**config.mk**
```make
export PLATFORM = sky130hd
export DESIGN_NAME = load_store_unit
export DESIGN_NICKNAME = d
export VERILOG_FILES = /design/src/rtl/load_store_unit.sv
export SDC_FILE = /design/constraint.sdc
export NUM_CORES = 1
export LEC_CHECK = 0
export CAP_MARGIN = 0
export CORE_AREA = 2 2 136 152
export CTS_CLUSTER_SIZE = 8
export DETAILED_ROUTE_END_ITERATION = 8
export DIE_AREA = 0 0 138 154
export GPL_TIMING_DRIVEN = 0
export PLACE_DENSITY = 0.59
export SYNTH_ARGS = -nofsm -noshare
export SYNTH_HDL_FRONTEND = slang
export SYNTH_SLANG_ARGS = --single-unit
```
**constraint.sdc**
```tcl
create_clock -name clk -period 2.76 [get_ports clk]
set_clock_uncertainty 0.05 [all_clocks]
set_input_delay 0.828 -clock clk [delete_from_list [all_inputs] [get_ports clk]]
set_output_delay 0.828 -clock clk [all_outputs]
set_load 0.02 [all_outputs]
```
**src/rtl/load_store_unit.sv**
```systemverilog
// RV32I load/store unit: accepts an op from execute, issues one word-wide memory
// request over req/ack, and returns the extended load data with a one-cycle done pulse.
module load_store_unit #(
  parameter int unsigned TIMEOUT = 255
) (
  input  logic        clk,
  input  logic        reset,
  input  logic        lsu_valid,
  output logic        lsu_ready,
  input  logic        lsu_we,
  input  logic [2:0]  lsu_funct3,
  input  logic [31:0] lsu_addr,
  input  logic [31:0] lsu_wdata,
  output logic        lsu_done,
  output logic        lsu_err,
  output logic [31:0] lsu_rdata,
  output logic        mem_req,
  output logic        mem_we,
  output logic [31:0] mem_addr,
  output logic [3:0]  mem_wstrb,
  output logic [31:0] mem_wdata,
  input  logic        mem_ack,
  input  logic [31:0] mem_rdata,
  output logic [1:0]  state_dbg
);

  // Handshakes: an op transfers on a rising edge where lsu_valid & lsu_ready are both
  // high; a memory request transfers on a rising edge where mem_req & mem_ack are both
  // high, and mem_req with every mem_* field stays constant until that edge.

  typedef enum logic [1:0] {
    IDLE = 2'd0,
    REQ  = 2'd1,
    DONE = 2'd2
  } state_t;

  state_t      state;
  logic        we_q;
  logic [2:0]  funct3_q;
  logic [1:0]  addr_lo_q;
  logic [31:0] timer;

  logic        acc_illegal;
  logic        acc_misaligned;
  logic [3:0]  acc_strb;
  logic [31:0] acc_wdata;
  logic [31:0] load_shifted;
  logic [31:0] load_ext;

  assign lsu_ready = (state == IDLE) && !reset;
  assign state_dbg = state;

  // Decode of the op presented at the input, used only on the accept edge.
  always_comb begin
    acc_illegal    = 1'b0;
    acc_misaligned = 1'b0;
    acc_strb       = 4'b0000;
    acc_wdata      = lsu_wdata;
    if (lsu_we) begin
      acc_illegal = (lsu_funct3 > 3'b010);
    end else begin
      acc_illegal = (lsu_funct3 == 3'b011) || (lsu_funct3 == 3'b110) ||
                    (lsu_funct3 == 3'b111);
    end
    if (lsu_funct3[1:0] == 2'b01) begin
      acc_misaligned = lsu_addr[0];
    end else if (lsu_funct3[1:0] == 2'b10) begin
      acc_misaligned = (lsu_addr[1:0] != 2'b00);
    end
    if (lsu_we) begin
      case (lsu_funct3)
        3'b000: begin
          acc_strb  = 4'b0001 << lsu_addr[1:0];
          acc_wdata = {4{lsu_wdata[7:0]}};
        end
        3'b001: begin
          acc_strb  = 4'b0011 << lsu_addr[1:0];
          acc_wdata = {2{lsu_wdata[15:0]}};
        end
        3'b010: begin
          acc_strb  = 4'b1111;
          acc_wdata = lsu_wdata;
        end
        default: begin
          acc_strb  = 4'b0000;
          acc_wdata = lsu_wdata;
        end
      endcase
    end
  end

  // Align the addressed byte/half to bit 0, then extend according to funct3.
  always_comb begin
    load_shifted = mem_rdata >> {addr_lo_q, 3'b000};
    case (funct3_q)
      3'b000:  load_ext = {{24{load_shifted[7]}}, load_shifted[7:0]};
      3'b001:  load_ext = {{16{load_shifted[15]}}, load_shifted[15:0]};
      3'b100:  load_ext = {24'd0, load_shifted[7:0]};
      3'b101:  load_ext = {16'd0, load_shifted[15:0]};
      default: load_ext = load_shifted;
    endcase
  end

  always_ff @(posedge clk) begin
    if (reset) begin
      state     <= IDLE;
      we_q      <= 1'b0;
      funct3_q  <= 3'b000;
      addr_lo_q <= 2'b00;
      timer     <= 32'd0;
      lsu_done  <= 1'b0;
      lsu_err   <= 1'b0;
      lsu_rdata <= 32'd0;
      mem_req   <= 1'b0;
      mem_we    <= 1'b0;
      mem_addr  <= 32'd0;
      mem_wstrb <= 4'b0000;
      mem_wdata <= 32'd0;
    end else begin
      lsu_done <= 1'b0;
      case (state)
        IDLE: begin
          if (lsu_valid) begin
            we_q      <= lsu_we;
            funct3_q  <= lsu_funct3;
            addr_lo_q <= lsu_addr[1:0];
            if (acc_illegal || acc_misaligned) begin
              state    <= DONE;
              lsu_done <= 1'b1;
              lsu_err  <= 1'b1;
            end else begin
              state     <= REQ;
              timer     <= 32'd1;
              mem_req   <= 1'b1;
              mem_we    <= lsu_we;
              mem_addr  <= {lsu_addr[31:2], 2'b00};
              mem_wstrb <= acc_strb;
              mem_wdata <= acc_wdata;
            end
          end
        end
        REQ: begin
          // An ack in the final timeout cycle still completes the op cleanly.
          if (mem_ack) begin
            state    <= DONE;
            mem_req  <= 1'b0;
            lsu_done <= 1'b1;
            lsu_err  <= 1'b0;
            if (!we_q) begin
              lsu_rdata <= load_ext;
            end
          end else if ((TIMEOUT != 0) && (timer == TIMEOUT)) begin
            state    <= DONE;
            mem_req  <= 1'b0;
            lsu_done <= 1'b1;
            lsu_err  <= 1'b1;
          end else begin
            timer <= timer + 32'd1;
          end
        end
        DONE: begin
          state <= IDLE;
          timer <= 32'd0;
        end
        default: begin
          state <= IDLE;
        end
      endcase
    end
  end

endmodule

```
; ---- Word-level counts from Yosys, hierarchy flattened
; Cells that the tools add are included.
; Widths: inputs -> output; s select.
[op_classes]
n_addsub = 1
magnitude_cmp = 1
n_eq_ne = 19
n_shift = 3
mux = 33
bitwise = 2
reduce_logical = 18
[ops]
columns = operator, n
row1 = $mux 32, 5
row2 = $pmux 32 s4, 1
row3 = $pmux 32 s3, 1
row4 = $pmux 32 s2, 1
row5 = $add 32x1->32 const B, 1
row6 = $eq 32x8->1 const B, 1
row7 = $shr 32x5->32, 1
row8 = $mux 1, 15
row9 = $eq 3x3->1 const B, 4
row10 = $pmux 4 s3, 1
row11 = $mux 2, 4
row12 = $ne 2x2->1 const B, 4
row13 = $reduce_and 4->1, 2
row14 = $eq 3x1->1 const B, 2
row15 = $eq 3x2->1 const B, 2
row16 = $logic_not 3->1, 2
row17 = $pmux 1 s2, 3
row18 = $reduce_and 3->1, 2
row19 = $reduce_and 5->1, 1
row20 = $eq 2x1->1 const B, 2
row21 = $eq 2x2->1 const B, 2
row22 = $mux 4, 1
row23 = $pmux 2 s2, 1
row24 = $reduce_and 2->1, 2
row25 = 12 further kinds, 16
[totals]
reg_bits = 142
input_bits = 104
output_inout_bits = 107
word_cells = 90

; ---- Longest topological paths before layout
[logic_depth]
depth_word = 8
ltp_mapped = 9
ltp_nobuf = 8

; ---- Worst setup path before layout
; No wires, ideal clock.
[synth_path]
path_type = input to register
startpoint = in lsu_funct3[0]
endpoint = reg timer[6]
setup_time_ns = 0.091
arrival_time_ns = 2.281
required_time_ns = 2.619
setup_slack_ns = 0.338
cell_stages = 6
n_path_buf = 1
path_cell_list = buf_2 -> o41a_1 -> a211oi_2 -> nor4b_4 -> a31oi_1 -> a311oi_1
[synth_between]
elab_chain_cells = 7
elab_cells_between_ends = 14
classes_between = 1 x order compare / 6 x eq/ne / 3 x mux / 4 x reduce/logical
[synth_lines]
columns = element, line
row1 = from (decl), 11  ; input logic [2:0] lsu_funct3,
row2 = branches (longest 4 deep; another with $gt 3x2->1), --
row3 = $logic_or 1x1->1 *, 127  ; if (acc_illegal || acc_misaligned) begin
row4 = $ne 2x2->1 (no source line) *, --
row5 = $reduce_and 5->1 (no source line) *, --
row6 = to (signal assigned), 158  ; timer <= timer + 32'd1;
row7 = to (decl), 41  ; logic [31:0] timer;
; Every way passes the cells marked *.
; A chain may end at the register's enable or synchronous reset.

; ---- Final worst setup path
[layout_path]
startpoint = in reset
endpoint = out lsu_ready
[layout_between]
elab_chain_cells = 2
[layout_lines]
columns = element, line
row1 = from (decl), 7  ; input logic reset,
row2 = $logic_not 1->1, 50  ; assign lsu_ready = (state == IDLE) && !reset;
row3 = $logic_and 1x1->1, 50
row4 = to (decl), 9  ; output logic lsu_ready,
; Every way passes these cells.

==> summary.txt <==
Routing
  – Total via count in the routed design: 6,551
  – Residual DRC count: 0
  – Average via count per standard cell: 5.03
  – Routed wire length: 21,900 µm
  – Violation count after the first detailed-routing iteration: 359
  – Detailed-router iteration count before antenna repair: 5
  – Drt wl/cell: 16.8 µm
  – Number of nets still failing antenna checks after routing: 0

Critical path
  – Arrival time reported for the critical path endpoint: 1760 ps
  – CP Max Fanout: 10
  – Startpoint types: input port
  – Nature of the critical path endpoint: output port
  – Required time of the worst setup path: 1880 ps
  – Start-to-end type of the worst setup path: in2out

Timing
  – Period minus WS final: 2640 ps
  – Number of hold-slack violations in the final timing report: 0
  – Worst slew slack as a fraction of its limit: 48.7%
  – Worst Tran Pin Value: 770 ps
  – Fin Hold WS: 399 ps
  – Slack of the critical path: 117 ps
  – Final max-slew violation count: 0
  – Share of the clock period used by the worst path: 95.7%
  – Top achievable clock speed: 0.378 GHz
  – Final setup viols: 0

Finish
  – Fraction of layout cells with a size suffix above 1: 10.4%
  – FILL cells: 1,966
  – Register area: 2840 µm²
  – Multi-input logic area: 3510 µm²
  – Final #Nets: 1,146
  – Syn-to-layout area delta: 46.2%
  – Count of antenna diodes in the layout: 0

Yosys
  – Synth cell count leaders: 174 x sky130_fd_sc_hd__nand2_1, 142 x sky130_fd_sc_hd__dfxtp_1, 109 x sky130_fd_sc_hd__a21oi_1
  – Post-synth top area cell: sky130_fd_sc_hd__dfxtp_1
  – Count of different cell masters after synthesis: 68
  – Sequential area share after synthesis: 43.1%
  – Portion of synthesized cell area occupied by the leading cell type: 43.1%
  – Post-synthesis cell count: 808
  – Top FF cell, synth: sky130_fd_sc_hd__dfxtp_1
  – Number of warnings issued by yosys: 0
  – Mean Syn Cell Area: 8.16 µm²
  – Total of flip-flops plus latches after synthesis: 142
  – Mapped Area: 6590 µm²
  – Most common cell in the synthesized netlist: sky130_fd_sc_hd__nand2_1
  – Post-synth EDFFs: 0
  – Top cells by area, synth: sky130_fd_sc_hd__dfxtp_1 43%, sky130_fd_sc_hd__nand2_1 9.9%, sky130_fd_sc_hd__a21oi_1 8.3%
  – Async S/R FF share, synth: 0%

Clocking
  – Insertion delay of the later-clocked pin in the worst-skew pair: 420 ps
  – TritonCTS buffer count: 17
  – Clock tree buffer depth: 2
  – Clock tree from TritonCTS: done
  – Hold-fix buffers at CTS: 0
  – Num Clock Sinks: 142
  – Level count of the clock H-tree: 4
  – Root buffer cell: sky130_fd_sc_hd__clkbuf_16
  – Clk slew on worst S/H paths: 60 ps

Placement
  – Global placer's final weighted congestion: 0.838
  – Placement Setup Slack: -1270 ps
  – Number of I/O port buffers: 204
  – Estimated wirelength of the detail-placed design: 16,500 µm

Run
  – Number of maximum-capacitance constraint violations: 0

Floorplanning
  – Placement Rows: 54
  – Starting utilization of the core area: 33.6%
  – Horizontal die dimension: 138 µm
  – Core footprint: 19,600 µm²
  – Boundary pin count: 211
  – Chip Height: 154 µm
  – Area of the die: 21,300 µm²

Pwr
  – Peak supply drop: 0.000421 V
  – Static Leak: 3.37 nW
  – Power Density: 559 nW/µm²

Global route
  – Total global routing track utilization: 20.4%
  – Wire length of the first global-routing pass: 34,900 µm
  – Total gr overflow: 0
  – Maximum number of pins on one net before global-route repair: 17
  – Antenna violations before repair: 0
  – Vias in the first global route: 6,480

Run status
  – Outcome: completed

Min path
  – Min-delay worst type: reg2reg
[path summary, 6_finish.rpt]
path                   end     startpoint  cells past startpoint  slack (ps)
max              lsu_ready          reset                      5         120
min          mem_wdata[31]  mem_wdata[31]                      2         400
max reg2reg      timer[15]       timer[0]                      8         390
min reg2reg  mem_wdata[31]  mem_wdata[31]                      2         400
[flip-flops by register name (all words and copies together), names as in the netlist]
name       cells
state_dbg      2
mem_req        1
lsu_rdata     32
timer         32
mem_wdata     32
funct3_q       3
we_q           1
mem_wstrb      4
lsu_done       1
addr_lo_q      2
lsu_err        1
mem_we         1
mem_addr      30
[cells in the final DEF, fill, tap and decap left out, drive strengths merged, types with 2 or more instances in the layout]
master / netlist / final
mux2: 15 / 15
a221oi: 2 / 2
nand2b: 3 / 3
clkbuf: 36 / 55
inv: 9 / 10
clkdlybuf4s50: 0 / 201
or2: 3 / 3
clkinvlp: 0 / 4
xnor2: 5 / 5
ha: 5 / 5
nor2b: 5 / 5
nand3: 18 / 18
conb: 1 / 2
o2111ai: 2 / 2
a21oi: 113 / 113
mux2i: 26 / 26
clkinv: 0 / 7
or3: 7 / 7
o21ai: 48 / 48
o31ai: 2 / 2
nor2: 52 / 52
nand2: 174 / 174
and2: 5 / 5
bufinv: 0 / 2
and3: 8 / 8
buf: 22 / 27
nand4: 14 / 14
a211oi: 12 / 12
xor2: 11 / 11
o211ai: 25 / 25
nor4: 10 / 10
a31oi: 5 / 5
nor3: 8 / 8
dfxtp: 142 / 142
o21a: 3 / 3
[per-layer routing]
metal  part of all wire [%]  track usage, %  up-vias
li1                       -               -     3294
met1                     44            26.0     3045
met3                    4.5            4.27       35
met5                      0               0        -
met4                    2.3            7.82        0
met2                     49            34.1      177
[where the power goes]
part / internal (W) / switching [W] / total (W) / leakage (nW)
registers: 0.00213 / 0.0000506 / 0.00218 / 1.15
clock network: 0.00133 / 0.000914 / 0.00224 / 0.272
logic: 0.000433 / 0.000530 / 0.000963 / 1.95
[critical path, cell delays in order]
cell                            delay, ps
sky130_fd_sc_hd__dlygate4sd2_1        300
sky130_fd_sc_hd__clkbuf_8             160
sky130_fd_sc_hd__clkbuf_4             190
sky130_fd_sc_hd__nor2_2               130
sky130_fd_sc_hd__buf_4                160
[layout make-up]
type / count / share of cell area, %
plain buffers: 58 / 2.91
well taps: 252 / 3.27
multi-input cells: 600 / 36.4
clock buffers: 18 / 4.45
repair buffers: 209 / 21.6
clock inverters: 14 / 1.51
flip-flops and latches: 142 / 29.5
inverters: 9 / 0.351
[cells by family (layout without fill, tap and decap cells)]
kind of cell / Yosys count / in the layout / share of synthesized area, %
buffers and inverters: 67 / 308 / 4.37
and+or+nand+nor: 312 / 312 / 22.2
DFF: 142 / 142 / 43.1
muxes: 41 / 41 / 6.51
other: 1 / 2 / 0.0569
xor gates and xnor gates: 16 / 16 / 2.13
AOI/OAI and AO/OA: 224 / 224 / 20.7
adders and majority gates: 5 / 5 / 0.949
[timing repair]
action,in CTS,in global routing
pin swaps,0,1
endpoints found under the setup margin,69,103
resized for setup,13,24
setup buffers,1,4
[through the flow]
stage / utilization, % / area [µm²] / cells / total power, W / TNS [ps]
2_1_floorplan: - / 6600 / 809 / 0.00271 / 0
3_3_place_gp: 45.7 / 8950 / 1265 / 0.00316 / -48040
3_5_place_dp: 45.7 / 8950 / 1265 / 0.00317 / -49530
4_1_cts: 48.7 / 9550 / 1298 / 0.00542 / 0
5_1_grt: 49.2 / 9640 / 1302 / 0.00561 / -3.10
6_report: 49.2 / 9640 / 1302 / 0.00539 / 0
(Power assumes the default switching activity.)
